**src/rtl/video_timing_pattern_gen.sv**
```systemverilog
// video_timing_pattern_gen: parametrised raster timing and test-pattern generator for a parallel video transmitter
module video_timing_pattern_gen #(
  parameter int H_RES = 640,
  parameter int H_FP = 16,
  parameter int H_SYNC = 96,
  parameter int H_BP = 48,
  parameter int V_RES = 480,
  parameter int V_FP = 10,
  parameter int V_SYNC = 2,
  parameter int V_BP = 33,
  parameter bit HS_POL = 1'b0,
  parameter bit VS_POL = 1'b0,
  parameter int CW = 12
) (
  input  logic          clk,
  input  logic          reset,
  input  logic          run,
  input  logic [1:0]    mode,
  input  logic [23:0]   colour,
  output logic          de,
  output logic          hs,
  output logic          vs,
  output logic [7:0]    r,
  output logic [7:0]    g,
  output logic [7:0]    b,
  output logic [CW-1:0] x,
  output logic [CW-1:0] y,
  output logic          frame_start
);
  localparam int H_TOTAL = H_RES + H_FP + H_SYNC + H_BP;
  localparam int V_TOTAL = V_RES + V_FP + V_SYNC + V_BP;
  localparam int HS_START = H_RES + H_FP;
  localparam int VS_START = V_RES + V_FP;
  localparam int BW = H_RES / 8;
  logic [CW-1:0] h_cnt, v_cnt, bar_px;
  logic [7:0] frame_cnt;
  logic [3:0] bar_idx;
  logic [1:0] mode_s;
  logic [23:0] colour_s, bars, pix;
  logic [31:0] hx, vx;
  logic h_last, v_last, act, in_hs, in_vs, white, bar_end;
  // decode the pixel at the current counter position
  always_comb begin
    hx = 32'(h_cnt);
    vx = 32'(v_cnt);
    h_last = h_cnt == CW'(H_TOTAL - 1);
    v_last = v_cnt == CW'(V_TOTAL - 1);
    act = (h_cnt < CW'(H_RES)) && (v_cnt < CW'(V_RES));
    in_hs = (h_cnt >= CW'(HS_START)) && (h_cnt < CW'(HS_START + H_SYNC));
    in_vs = (v_cnt >= CW'(VS_START)) && (v_cnt < CW'(VS_START + V_SYNC));
    bar_end = bar_px == CW'(BW - 1);
    white = (hx[4:0] == 5'd0) || (vx[4:0] == 5'd0) || (hx == H_RES - 1) || (vx == V_RES - 1);
    bars = bar_idx[3] ? 24'h0 : {{8{~bar_idx[1]}}, {8{~bar_idx[2]}}, {8{~bar_idx[0]}}};
    pix = !act ? 24'h0 :
          mode_s == 2'd0 ? colour_s :
          mode_s == 2'd1 ? bars :
          mode_s == 2'd2 ? {24{white}} : {hx[7:0], vx[7:0], frame_cnt};
  end
  // shadow the pattern controls so changes take effect only at a frame boundary
  always_ff @(posedge clk) begin
    if (reset || (run && h_last && v_last)) begin
      mode_s <= mode;
      colour_s <= colour;
    end
  end
  // raster counters, bar tracker and registered outputs one cycle behind the counters
  always_ff @(posedge clk) begin
    if (reset || !run) begin
      h_cnt <= '0;
      v_cnt <= '0;
      frame_cnt <= '0;
      bar_px <= '0;
      bar_idx <= '0;
      de <= 1'b0;
      hs <= ~HS_POL;
      vs <= ~VS_POL;
      {r, g, b} <= 24'h0;
      x <= '0;
      y <= '0;
      frame_start <= 1'b0;
    end else begin
      h_cnt <= h_last ? '0 : h_cnt + 1'b1;
      v_cnt <= h_last ? (v_last ? '0 : v_cnt + 1'b1) : v_cnt;
      frame_cnt <= frame_cnt + 8'(h_last && v_last);
      bar_px <= (h_last || bar_end) ? '0 : bar_px + 1'b1;
      bar_idx <= h_last ? 4'd0 : (bar_end && !bar_idx[3]) ? bar_idx + 4'd1 : bar_idx;
      de <= act;
      hs <= in_hs ? HS_POL : ~HS_POL;
      vs <= in_vs ? VS_POL : ~VS_POL;
      {r, g, b} <= pix;
      x <= h_cnt;
      y <= v_cnt;
      frame_start <= (h_cnt == '0) && (v_cnt == '0);
    end
  end
endmodule

```
**config.mk**
```make
export PLATFORM = sky130hd
export DESIGN_NAME = video_timing_pattern_gen
export DESIGN_NICKNAME = d
export VERILOG_FILES = /design/src/rtl/video_timing_pattern_gen.sv
export SDC_FILE = /design/constraint.sdc
export NUM_CORES = 1
export LEC_CHECK = 0
export BUFFER_PORTS_ARGS = -buffer_cell sky130_fd_sc_hd__buf_2
export CAP_MARGIN = 5
export CORE_UTILIZATION = 55
export DETAILED_ROUTE_END_ITERATION = 8
export GPL_ROUTABILITY_DRIVEN = 0
export GPL_TIMING_DRIVEN = 0
export HOLD_SLACK_MARGIN = 0.05
export PLACE_DENSITY_LB_ADDON = 0.3
export SETUP_SLACK_MARGIN = 0.02
export SYNTH_ARGS = -nofsm -noshare
export SYNTH_HDL_FRONTEND = slang
export SYNTH_SLANG_ARGS = --single-unit
export TNS_END_PERCENT = 50
```
**constraint.sdc**
```tcl
create_clock -name clk -period 2.85 [get_ports clk]
set_clock_uncertainty 0.1 [all_clocks]
set_input_delay 0.285 -clock clk [delete_from_list [all_inputs] [get_ports clk]]
set_output_delay 0.285 -clock clk [all_outputs]
set_load 0.03 [all_outputs]
```
Word level (Yosys, flattened, before mapping). Index checks and enable logic that the tools add are counted.

Add/sub/neg operators: 5. $lt $le $gt $ge: 6. Equality and inequality tests: 7. Muxes and demuxes: 7. Bitwise gates (word level): 4. Reductions and logical operators: 24.

Operator list (number): 24-bit two-way mux (4); 12-bit by 1-bit adder with 12-bit output, second input constant (3); 12-bit by 10-bit equality test with 1-bit output, second input constant (3); 12-bit logical NOT (2); 12-bit by 10-bit less-than comparator with 1-bit output, second input constant (2); 12-bit by 9-bit less-than comparator with 1-bit output, second input constant (2); 12-bit by 7-bit equality test with 1-bit output, second input constant (1); 12-bit by 9-bit equality test with 1-bit output, second input constant (1); 12-bit by 10-bit greater-or-equal comparator with 1-bit output, second input constant (1); 12-bit by 9-bit greater-or-equal comparator with 1-bit output, second input constant (1); 12-bit two-way mux (1); 5-bit logical NOT (2); 8-bit by 1-bit adder with 8-bit output (1); 1-bit logical AND (8); 1-bit logical OR (6); 2-bit OR reduction (3); 4-bit by 1-bit adder with 4-bit output, second input constant (1); 1-bit NOT (4); 2-bit by 1-bit equality test with 1-bit output, second input constant (1); 2-bit equality test, second input constant (1); 1-bit logical NOT (2); 2-bit logical NOT (1); 1-bit two-way mux (2).

Register bits: 126. Input bits: 29. Output and inout bits: 52. Logic and storage cells: 69.

Logic depth before layout (Yosys ltp). Gate-level depths: netlist of run 1.

Depth after elaboration: 7. Gate-level depth with buffers: 10. Gate-level depth less buffers: 10.

Worst setup path before layout of run 1. OpenSTA, ideal clock, no wires.

Path kind: register to register. Start point: register h_cnt[0]. End point: register colour_s[0] (enable). Setup time: 382 ps. Data arrival time: 1930 ps. Required time: 2368 ps. Setup slack: 438 ps. Cell stages (with the launch flop): 7. Path buffers: 1. Clock period less this slack: 2412 ps. Cell sequence: dfxtp_1 ha_1 and4_1 nand4_1 buf_2 nor2_1 a21o_1.

Word-level cells in the longest chain between the ends: 4.

RTL lines: start: declaration (RTL line 35) `logic [CW-1:0] h_cnt, v_cnt, bar_px;`; start signal: assignment (RTL line 82) `h_cnt <= h_last ? '0 : h_cnt + 1'b1;`; 12-bit by 10-bit equality test with 1-bit output (RTL line 46) `h_last = h_cnt == CW'(H_TOTAL - 1);`; 1-bit logical AND (2 in series) (RTL line 61) `if (reset || (run && h_last && v_last)) begin`; 1-bit logical OR (RTL line 61); end signal: assignment (RTL line 63) `colour_s <= colour;`; end: declaration (RTL line 39) `logic [23:0] colour_s, bars, pix;`.

Every way passes these cells. A chain may end at the register's enable or synchronous reset.

Worst setup path in the final report of run 1.
Start point: register h_cnt[0]. End point: register colour_s[2] (enable).

Same word-level chain as after synthesis.

==> results of run 1 <==
## power by group through the flow
stage / Clock [mW] / Combinational, mW / Sequential (mW)
CTS: 2.22 / 0.252 / 1.90
global route: 2.30 / 0.275 / 1.90
finish: 2.20 / 0.256 / 1.90
detailed placement: 0 / 0.221 / 1.94
global placement: 0 / 0.216 / 1.94
floorplan: 0 / 0.0974 / 1.98
## per-stage QoR
step / worst slack, ns / util / instance area (µm²) / total power, mW / cells
4_1_cts: 0.243 / 0.729 / 6360 / 4.37 / 718
2_1_floorplan: 0.438 / - / 4930 / 2.08 / 470
3_5_place_dp: 0.00291 / 0.627 / 5470 / 2.16 / 658
3_3_place_gp: 0.0195 / 0.627 / 5470 / 2.15 / 658
5_1_grt: 0.0669 / 0.729 / 6360 / 4.47 / 718
6_report: 0.266 / 0.729 / 6360 / 4.36 / 718
## per-layer routing
metal	GRT usage	vias to the layer above
met1	0.302	1878
met4	0.108	0
met5	0	-
li1	-	1934
met3	0.0636	20
met2	0.445	123
## worst register-to-register path: cells and delay by family, from the launching register on
kind                       cells  cell delay, ns
AOI/OAI and AO/OA              1            0.56
and+or+nand+nor                3            0.66
DFF                            1            0.41
adders and majority gates      1            0.25
buffers and inverters          1            0.24
## worst paths after layout
check / startpoint / to / slack, ns / cells past startpoint
worst max-delay path: h_cnt[0]$_SDFF_PP0_ / colour_s[2]$_DFFE_PP_ / 0.27 / 6
worst min-delay path: reset / h_cnt[11]$_SDFF_PP0_ / 0.29 / 4
worst max register to register: h_cnt[0]$_SDFF_PP0_ / colour_s[2]$_DFFE_PP_ / 0.27 / 6
worst min register to register: bar_px[0]$_SDFF_PP0_ / bar_px[0]$_SDFF_PP0_ / 0.39 / 1
## state kept, by name, indices dropped and copies added, names as in the netlist, 12 cells and up
name / count
bar_px: 12
colour_s: 24
h_cnt: 12
v_cnt: 12
x: 12
y: 12
## synth_stat cells, drive strengths merged (13+ instances only)
| cell type | instances | area, µm² |
|---|---|---|
| buf | 15 | 98.8 |
| dfxtp | 100 | 2000 |
| clkbuf | 13 | 50.0 |
| and2 | 23 | 144 |
| o21ai | 36 | 180 |
| xor2 | 14 | 123 |
| nand2 | 14 | 52.6 |
| nor2 | 72 | 270 |
| nand3 | 18 | 90.1 |
| a2111oi | 25 | 288 |
| xnor2 | 16 | 140 |
| edfxtp | 26 | 781 |
## repair_timing
item,4_1_cts,5_1_grt
setup buffers,0,0
gates resized for setup,1,0
setup endpoints to repair,26,0
hold endpoints to repair,28,0
hold buffers,28,0
## final cells by class
class / instances / area share
plain buffers: 28 / 0.0234
multi-input cells: 304 / 0.308
well taps: 108 / 0.0212
repair buffers: 108 / 0.107
flip-flops and latches: 126 / 0.437
clock inverters: 14 / 0.0301
inverters: 12 / 0.00708
clock buffers: 18 / 0.0657
## cells by family (layout without fill, tap and decap cells)
| group | count (synthesis) | in the layout |
|---|---|---|
| adders and majority gates | 8 | 8 |
| xor gates and xnor gates | 30 | 30 |
| and+or+nand+nor | 189 | 189 |
| muxes | 2 | 2 |
| buffers and inverters | 40 | 180 |
| DFF | 126 | 126 |
| AOI/OAI and AO/OA | 75 | 75 |
==> results.json, run 1 <==
{
  "die_w_um": 96.7,
  "period_share": 0.907,
  "syn_nets": 507,
  "drv_slew": 0,
  "grt_max_degree": 27,
  "via_per_inst": 5.51,
  "power.internal_mw": 3.40,
  "synthAdderAreaFrac": 0.0203,
  "path_max_fanout": 26,
  "drtIter0Drc": 213,
  "start_kind": "register",
  "overflow": 0,
  "fin_hold_ws_ns": 0.291,
  "synthToLayoutAreaGrowth_pct": 28.9,
  "rsz0062_at_grt": "false",
  "drive_gt1_frac": 0.239,
  "peakVddDrop_mv": 0.415,
  "antenna_found_initial": 0,
  "syn-cell-area_um2": 4930,
  "clock-root-buffer": "clkbuf_8",
  "setup_tns_ns": 0,
  "critPathArrivalTime_ns": 2.63,
  "p_sw_frac": 0.221,
  "portBuffers": 80,
  "diodes": 0,
  "dr.pass1.iters": 5,
  "dpl.hpwl_um": 7580,
  "cap_viol_max_count": 0,
  "rows": 34,
  "nFillCells": 609,
  "p_switching_uw": 964,
  "synthMuxAreaShare": 0.00406,
  "antenna_left": 0,
  "p_leak_nw": 2.55,
  "ys_seq_area_frac": 0.564,
  "cts_buffers": 17,
  "hp-class": "primary input to register",
  "die_h_um": 96.7,
  "ys_types": 43,
  "start_util": 0.566,
  "cts_tree": "done",
  "status": "finished, final reports clean",
  "tightest_slew_ns": 0.846,
  "p_per_area_nw_per_um2": 685,
  "fmax_ghz": 0.387,
  "postSynthAreaPerCell_um2": 10.5,
  "critPathBufInv": 1,
  "slew_headroom": 0.430,
  "multiInputGateArea_um2": 1960,
  "yosys_register_bits": 126,
  "combPwrFrac": 0.059,
  "routed.top_layer": "met4",
  "setup_viol": 0,
  "insertion_delay_ns": 0.51,
  "path_clk_slew_ns": 0.06,
  "route.vias.total": 3955,
  "critPathKind": "register to register",
  "synth-simple-area-share": 0.205,
  "cts_max_path_buffers": 2,
  "final_common_cell": "dfxtp_1",
  "synth_xor_area_frac": 0.0532,
  "clkPwrFrac": 0.505,
  "die_area_um2": 9350,
  "cp_cell_sequence": "ha_1, and4_1, nand4_1, buf_2, nor2_1, a21o_2",
  "htreeDepth": 4,
  "finalCriticalPeriod_ns": 2.58,
  "synth_compound_area_frac": 0.115,
  "slowest_delay_ns": 0.56,
  "worstPathRequired_ns": 2.90,
  "critical-path-top-delay-family": "simple AND/OR/NAND/NOR gates",
  "synth_ff_type": "dfxtp_1",
  "synth_edf_count": 26,
  "ys.warnings.count": 0,
  "final_cell_mix": "dfxtp_1 (100), buf_2 (90), nor2_1 (72)",
  "grt_pass1_wl_um": 19000,
  "core_um2": 8720,
  "synth_cells": 470,
  "synth_top_family_by_area": "simple AND/OR/NAND/NOR gates",
  "wl_per_cell_um": 16.2,
  "nets": 634,
  "cts.sinks": 126,
  "regArea_um2": 2780,
  "m1WireLength_um": 4870,
  "end_kind": "register",
  "io-pin-count": 81,
  "hold_violations": 0,
  "grt.total_usage": 0.257,
  "p_seq_frac": 0.436,
  "synth-async-reset-ratio": 0,
  "met2WireLength_um": 5950,
  "drt-total-wl_um": 11600,
  "drc": 0,
  "crit_slowest_cell": "a21o_2",
  "first_global_vias": 3904,
  "wl_met3_um": 545
}
No activity file was read; power rests on OpenSTA's default activity.
==> run 2: changes to the inputs <==
Settings changed: TNS_END_PERCENT 50 to 1.
Clock period 2.85 ns to 2.5 ns, I/O delays scaled along.
==> results.json, run 2 (synthesis results as in run 1) <==
{
  "wl_per_cell_um": 16.4,
  "slowest_delay_ns": 0.45,
  "synthToLayoutAreaGrowth_pct": 29.7,
  "finalCriticalPeriod_ns": 2.34,
  "final_cell_mix": "dfxtp_1 (98), buf_2 (89), nor2_1 (71)",
  "diodes": 0,
  "die_h_um": 96.7,
  "critPathKind": "register to register",
  "final_util": 0.734,
  "die_area_um2": 9350,
  "worstPathRequired_ns": 2.75,
  "reg2reg_depth": 7,
  "via_per_inst": 5.54,
  "hold_violations": 0,
  "first_global_vias": 3923,
  "drtIter0Drc": 251,
  "antenna_found_initial": 0,
  "slew_headroom": 0.417,
  "cp-endpoint": "g[4]$_SDFF_PP0_",
  "grt.total_usage": 0.259,
  "drt-total-wl_um": 11800,
  "p_per_area_nw_per_um2": 777,
  "path_depth": 7,
  "worstReg2RegStart": "v_cnt[1]$_SDFFE_PP0N_",
  "critical-path-top-delay-family": "simple AND/OR/NAND/NOR gates",
  "path_max_fanout": 10,
  "setup_viol": 0,
  "insertion_delay_ns": 0.52,
  "drc": 0,
  "overflow": 0,
  "setup_tns_ns": 0,
  "htreeDepth": 4,
  "dr.pass1.iters": 4,
  "grt_pass1_wl_um": 19100,
  "final_common_cell": "dfxtp_1",
  "die_w_um": 96.7,
  "largest_reg_flops": 24,
  "clock-root-buffer": "clkbuf_8",
  "grt_max_degree": 27,
  "rows": 34,
  "antenna_left": 0,
  "cts_buffers": 17,
  "cap_viol_max_count": 0,
  "portBuffers": 80,
  "path_clk_slew_ns": 0.06,
  "critPathArrivalTime_ns": 2.59,
  "peakVddDrop_mv": 0.476,
  "top_register": "colour_s",
  "p_leak_nw": 2.55,
  "end_kind": "register",
  "dpl.hpwl_um": 7580,
  "start_util": 0.566,
  "tightest_slew_ns": 0.866,
  "cp_cell_sequence": "inv_1, ha_1, nor2b_1, a2111oi_0, and3_1, buf_2, a2111oi_2",
  "rsz0062_at_grt": "false",
  "period_share": 0.934,
  "io-pin-count": 81,
  "cts_max_path_buffers": 2,
  "cts_tree": "done",
  "core_um2": 8720,
  "nets": 635,
  "cts.sinks": 126,
  "rrSetupSlack_ns": 0.16,
  "critPathBufInv": 2,
  "fmax_ghz": 0.428,
  "instances_no_fill": 719,
  "drive_gt1_frac": 0.254,
  "startpoint": "v_cnt[1]$_SDFFE_PP0N_",
  "dpl.cell_count": 658,
  "status": "finished, final reports clean",
  "route.vias.total": 3982,
  "r2r_end": "g[4]$_SDFF_PP0_",
  "fin_hold_ws_ns": 0.240,
  "drv_slew": 0,
  "finalPower_mw": 4.98,
  "start_kind": "register",
  "crit_slowest_cell": "dfxtp_1",
  "hp-class": "primary input to register"
}
==> run 2: cell types whose count changed in the layout (fill, tap and decap cells not counted), moves of 2 or more <==
cell | previous run | this run
dfxtp_1 | 100 | 98
ha_1 | 8 | 5
ha_2 | 0 | 3
buf_4 | 2 | 4
dfxtp_2 | 0 | 2
==> run 2: area by class of cell <==
cell class / instances / area (µm²)
well taps: 108 / 135
repair buffers: 109 / 688
clock buffers: 18 / 418
flip-flops and latches: 126 / 2790
inverters: 12 / 45.0
plain buffers: 28 / 151
fillers: 604 / 2320
clock inverters: 14 / 191
multi-input cells: 304 / 1990
==> run 2: through the flow <==
| stage | setup WS [ns] | instance area (µm²) |
|---|---|---|
| floorplan | 0.0880 | 4930 |
| global placement | -0.331 | 5470 |
| detailed placement | -0.347 | 5470 |
| CTS | -0.0272 | 6370 |
| global route | 0.0273 | 6400 |
| finish | 0.164 | 6400 |
==> run 2: per-layer routing <==
metal,GRT usage,vias to the layer above,wire (µm)
met2,0.446,127,5970
met4,0.115,0,306
met3,0.0643,21,559
li1,-,1931,-
met5,0,-,0
met1,0.305,1903,4970
==> run 2: how the worst min path moves through the flow <==
stage               from  depth (start not counted)  slack (ns)                endpoint
3_5_place_dp   colour[4]                          1        0.33   colour_s[4]$_DFFE_PP_
5_1_grt            reset                          2        0.26  colour_s[13]$_DFFE_PP_
4_1_cts            reset                          4        0.25    h_cnt[11]$_SDFF_PP0_
6_report           reset                          2        0.24  colour_s[13]$_DFFE_PP_
2_1_floorplan  colour[0]                          0        0.25   colour_s[0]$_DFFE_PP_
3_3_place_gp   colour[2]                          1        0.33   colour_s[2]$_DFFE_PP_
==> run 2: power by group <==
| group | switching (mW) | internal (mW) | total (mW) |
|---|---|---|---|
| Combinational | 0.185 | 0.108 | 0.293 |
| Clock | 0.898 | 1.62 | 2.52 |
| Sequential | 0.0222 | 2.14 | 2.17 |
| Total | 1.11 | 3.87 | 4.98 |
==> run 2: what timing repair did <==
item,CTS,global route
setup endpoints to repair,30,33
hold buffers,28,0
setup buffers,0,1
endpoints found under the hold margin,28,0
resized for setup,6,6
==> run 2: worst reg2reg max path, delay by kind of cell, from the launching register on <==
family                   cells  cell delay, ns
adder cells (fa/ha/maj)      1            0.20
buffers and inverters        2            0.48
AO/OA/AOI/OAI                2            0.42
flip-flops                   1            0.45
AND/OR/NAND/NOR              2            0.52
==> run 3: changes to the inputs <==
Settings changed: CORE_UTILIZATION 55 to 45, CTS_BUF_LIST set to sky130_fd_sc_hd__clkbuf_2 sky130_fd_sc_hd__clkbuf_4 sky130_fd_sc_hd__clkbuf_8.
==> results.json, run 3 (synthesis results as in run 1) <==
{
  "start_kind": "register",
  "worstReg2RegStart": "v_cnt[1]$_SDFFE_PP0N_",
  "via_per_inst": 5.24,
  "largest_reg_flops": 24,
  "setup_viol": 0,
  "cap_viol_max_count": 0,
  "start_util": 0.472,
  "crit_slowest_cell": "a2111oi_0",
  "grt.total_usage": 0.211,
  "hold_violations": 0,
  "insertion_delay_ns": 0.43,
  "portBuffers": 80,
  "startpoint": "v_cnt[1]$_SDFFE_PP0N_",
  "slowest_delay_ns": 0.49,
  "first_global_vias": 3808,
  "hp-class": "register to register",
  "critPathBufInv": 1,
  "top_register": "colour_s",
  "die_w_um": 107,
  "cts.sinks": 126,
  "nets": 636,
  "slew_headroom": 0.412,
  "cts_buffers": 17,
  "rows": 37,
  "drive_gt1_frac": 0.255,
  "antenna_found_initial": 0,
  "cts_max_path_buffers": 2,
  "antenna_left": 0,
  "final_common_cell": "dfxtp_1",
  "synthToLayoutAreaGrowth_pct": 26.6,
  "grt_max_degree": 27,
  "wl_met3_um": 588,
  "worstPathRequired_ns": 2.66,
  "drt-total-wl_um": 11500,
  "route.vias.total": 3916,
  "fmax_ghz": 0.408,
  "p_per_area_nw_per_um2": 692,
  "dr.pass1.iters": 4,
  "p_leak_nw": 2.47,
  "status": "finished, final reports clean",
  "m1WireLength_um": 4970,
  "critPathKind": "register to register",
  "final_cell_mix": "dfxtp_1 (98), buf_2 (89), nor2_1 (71)",
  "wl_per_cell_um": 15.4,
  "tightest_slew_ns": 0.873,
  "clock-root-buffer": "clkbuf_8",
  "final_area_um2": 6250,
  "path_max_fanout": 10,
  "critical-path-top-delay-family": "simple AND/OR/NAND/NOR gates",
  "grt_pass1_wl_um": 18500,
  "dpl.hpwl_um": 7840,
  "path_clk_slew_ns": 0.07,
  "place_area_um2": 5510,
  "finalPower_mw": 4.32,
  "io-pin-count": 81,
  "cp_cell_sequence": "ha_1, nor4bb_1, nand3_1, and3_2, buf_2, a2111oi_0",
  "drtIter0Drc": 153,
  "met2WireLength_um": 5700,
  "rsz0062_at_grt": "true",
  "diodes": 0,
  "period_share": 0.981,
  "routed.top_layer": "met4",
  "htreeDepth": 4,
  "cts_tree": "done",
  "die_h_um": 107,
  "end_kind": "register",
  "drc": 0,
  "peakVddDrop_mv": 0.378,
  "critPathArrivalTime_ns": 2.61,
  "drv_slew": 0,
  "finalCriticalPeriod_ns": 2.45,
  "overflow": 0,
  "min_from": "bar_px[0]$_SDFF_PP0_",
  "die_area_um2": 11400,
  "core_um2": 10500
}
-- run 3: cell types whose count changed in the layout (fill, tap and decap cells not counted), moves of 2 or more --
cell	delta
clkbuf_8	+16
clkinv_2	+3
inv_6	-2
clkbuf_16	-16
clkinv_4	-2
clkbuf_4	+2
-- run 3: worst paths after layout --
| check | end | slack, ns | depth (start not counted) |
|---|---|---|---|
| setup / recovery | g[2]$_SDFF_PP0_ | 0.05 | 6 |
| hold reg to reg | bar_px[0]$_SDFF_PP0_ | 0.37 | 1 |
| hold / removal | bar_px[0]$_SDFF_PP0_ | 0.37 | 1 |
| setup reg to reg | g[2]$_SDFF_PP0_ | 0.05 | 6 |
-- run 3: layout make-up --
type | count | area (µm²)
Multi-Input combinational cell | 304 | 1980
Clock buffer | 19 | 249
Buffer | 28 | 151
Inverter | 12 | 45.0
Sequential cell | 126 | 2790
Tap cell | 136 | 170
Fill cell | 924 | 4210
Clock inverter | 13 | 171
Timing Repair Buffer | 110 | 698
-- run 3: repair_timing --
| item | in CTS | in global routing |
|---|---|---|
| setup endpoints to repair | 29 | 21 |
| hold buffers | 29 | 0 |
| buffers inserted | 0 | 1 |
| hold endpoints to repair | 28 | 0 |
| cloned | 0 | 0 |
| gates resized for setup | 5 | 7 |
-- run 3: metrics by stage --
| stage | hold slack, ns | cells | util | setup WS, ns | setup TNS (ns) |
|---|---|---|---|---|---|
| global route | 0.396 | 748 | 0.597 | -0.00391 | -0.00687 |
| detailed placement | 0.328 | 686 | 0.526 | -0.396 | -10.26 |
| global placement | 0.328 | 686 | 0.526 | -0.352 | -9.12 |
| finish | 0.374 | 748 | 0.597 | 0.0480 | 0 |
| floorplan | 0.249 | 470 | - | 0.0880 | 0 |
| CTS | 0.377 | 747 | 0.596 | 0.0274 | 0 |
-- run 3: worst reg2reg max path: stages, from the launching register on --
cell and delay [ns]:
dfxtp_1 0.44, ha_1 0.28, nor4bb_1 0.34, nand3_1 0.14, and3_2 0.30, buf_2 0.20
a2111oi_0 0.49
-- run 3: layer usage --
layer	global-route usage	up-vias
met5	0	-
met3	0.0486	25
li1	-	1922
met1	0.267	1842
met2	0.346	127
met4	0.0890	0
-- run 3: report_power, final --
group / switching (mW) / internal (mW) / total, mW
Sequential: 0.0212 / 2.14 / 2.16
Clock: 0.775 / 1.09 / 1.87
Combinational: 0.183 / 0.109 / 0.292
Total: 0.979 / 3.35 / 4.32
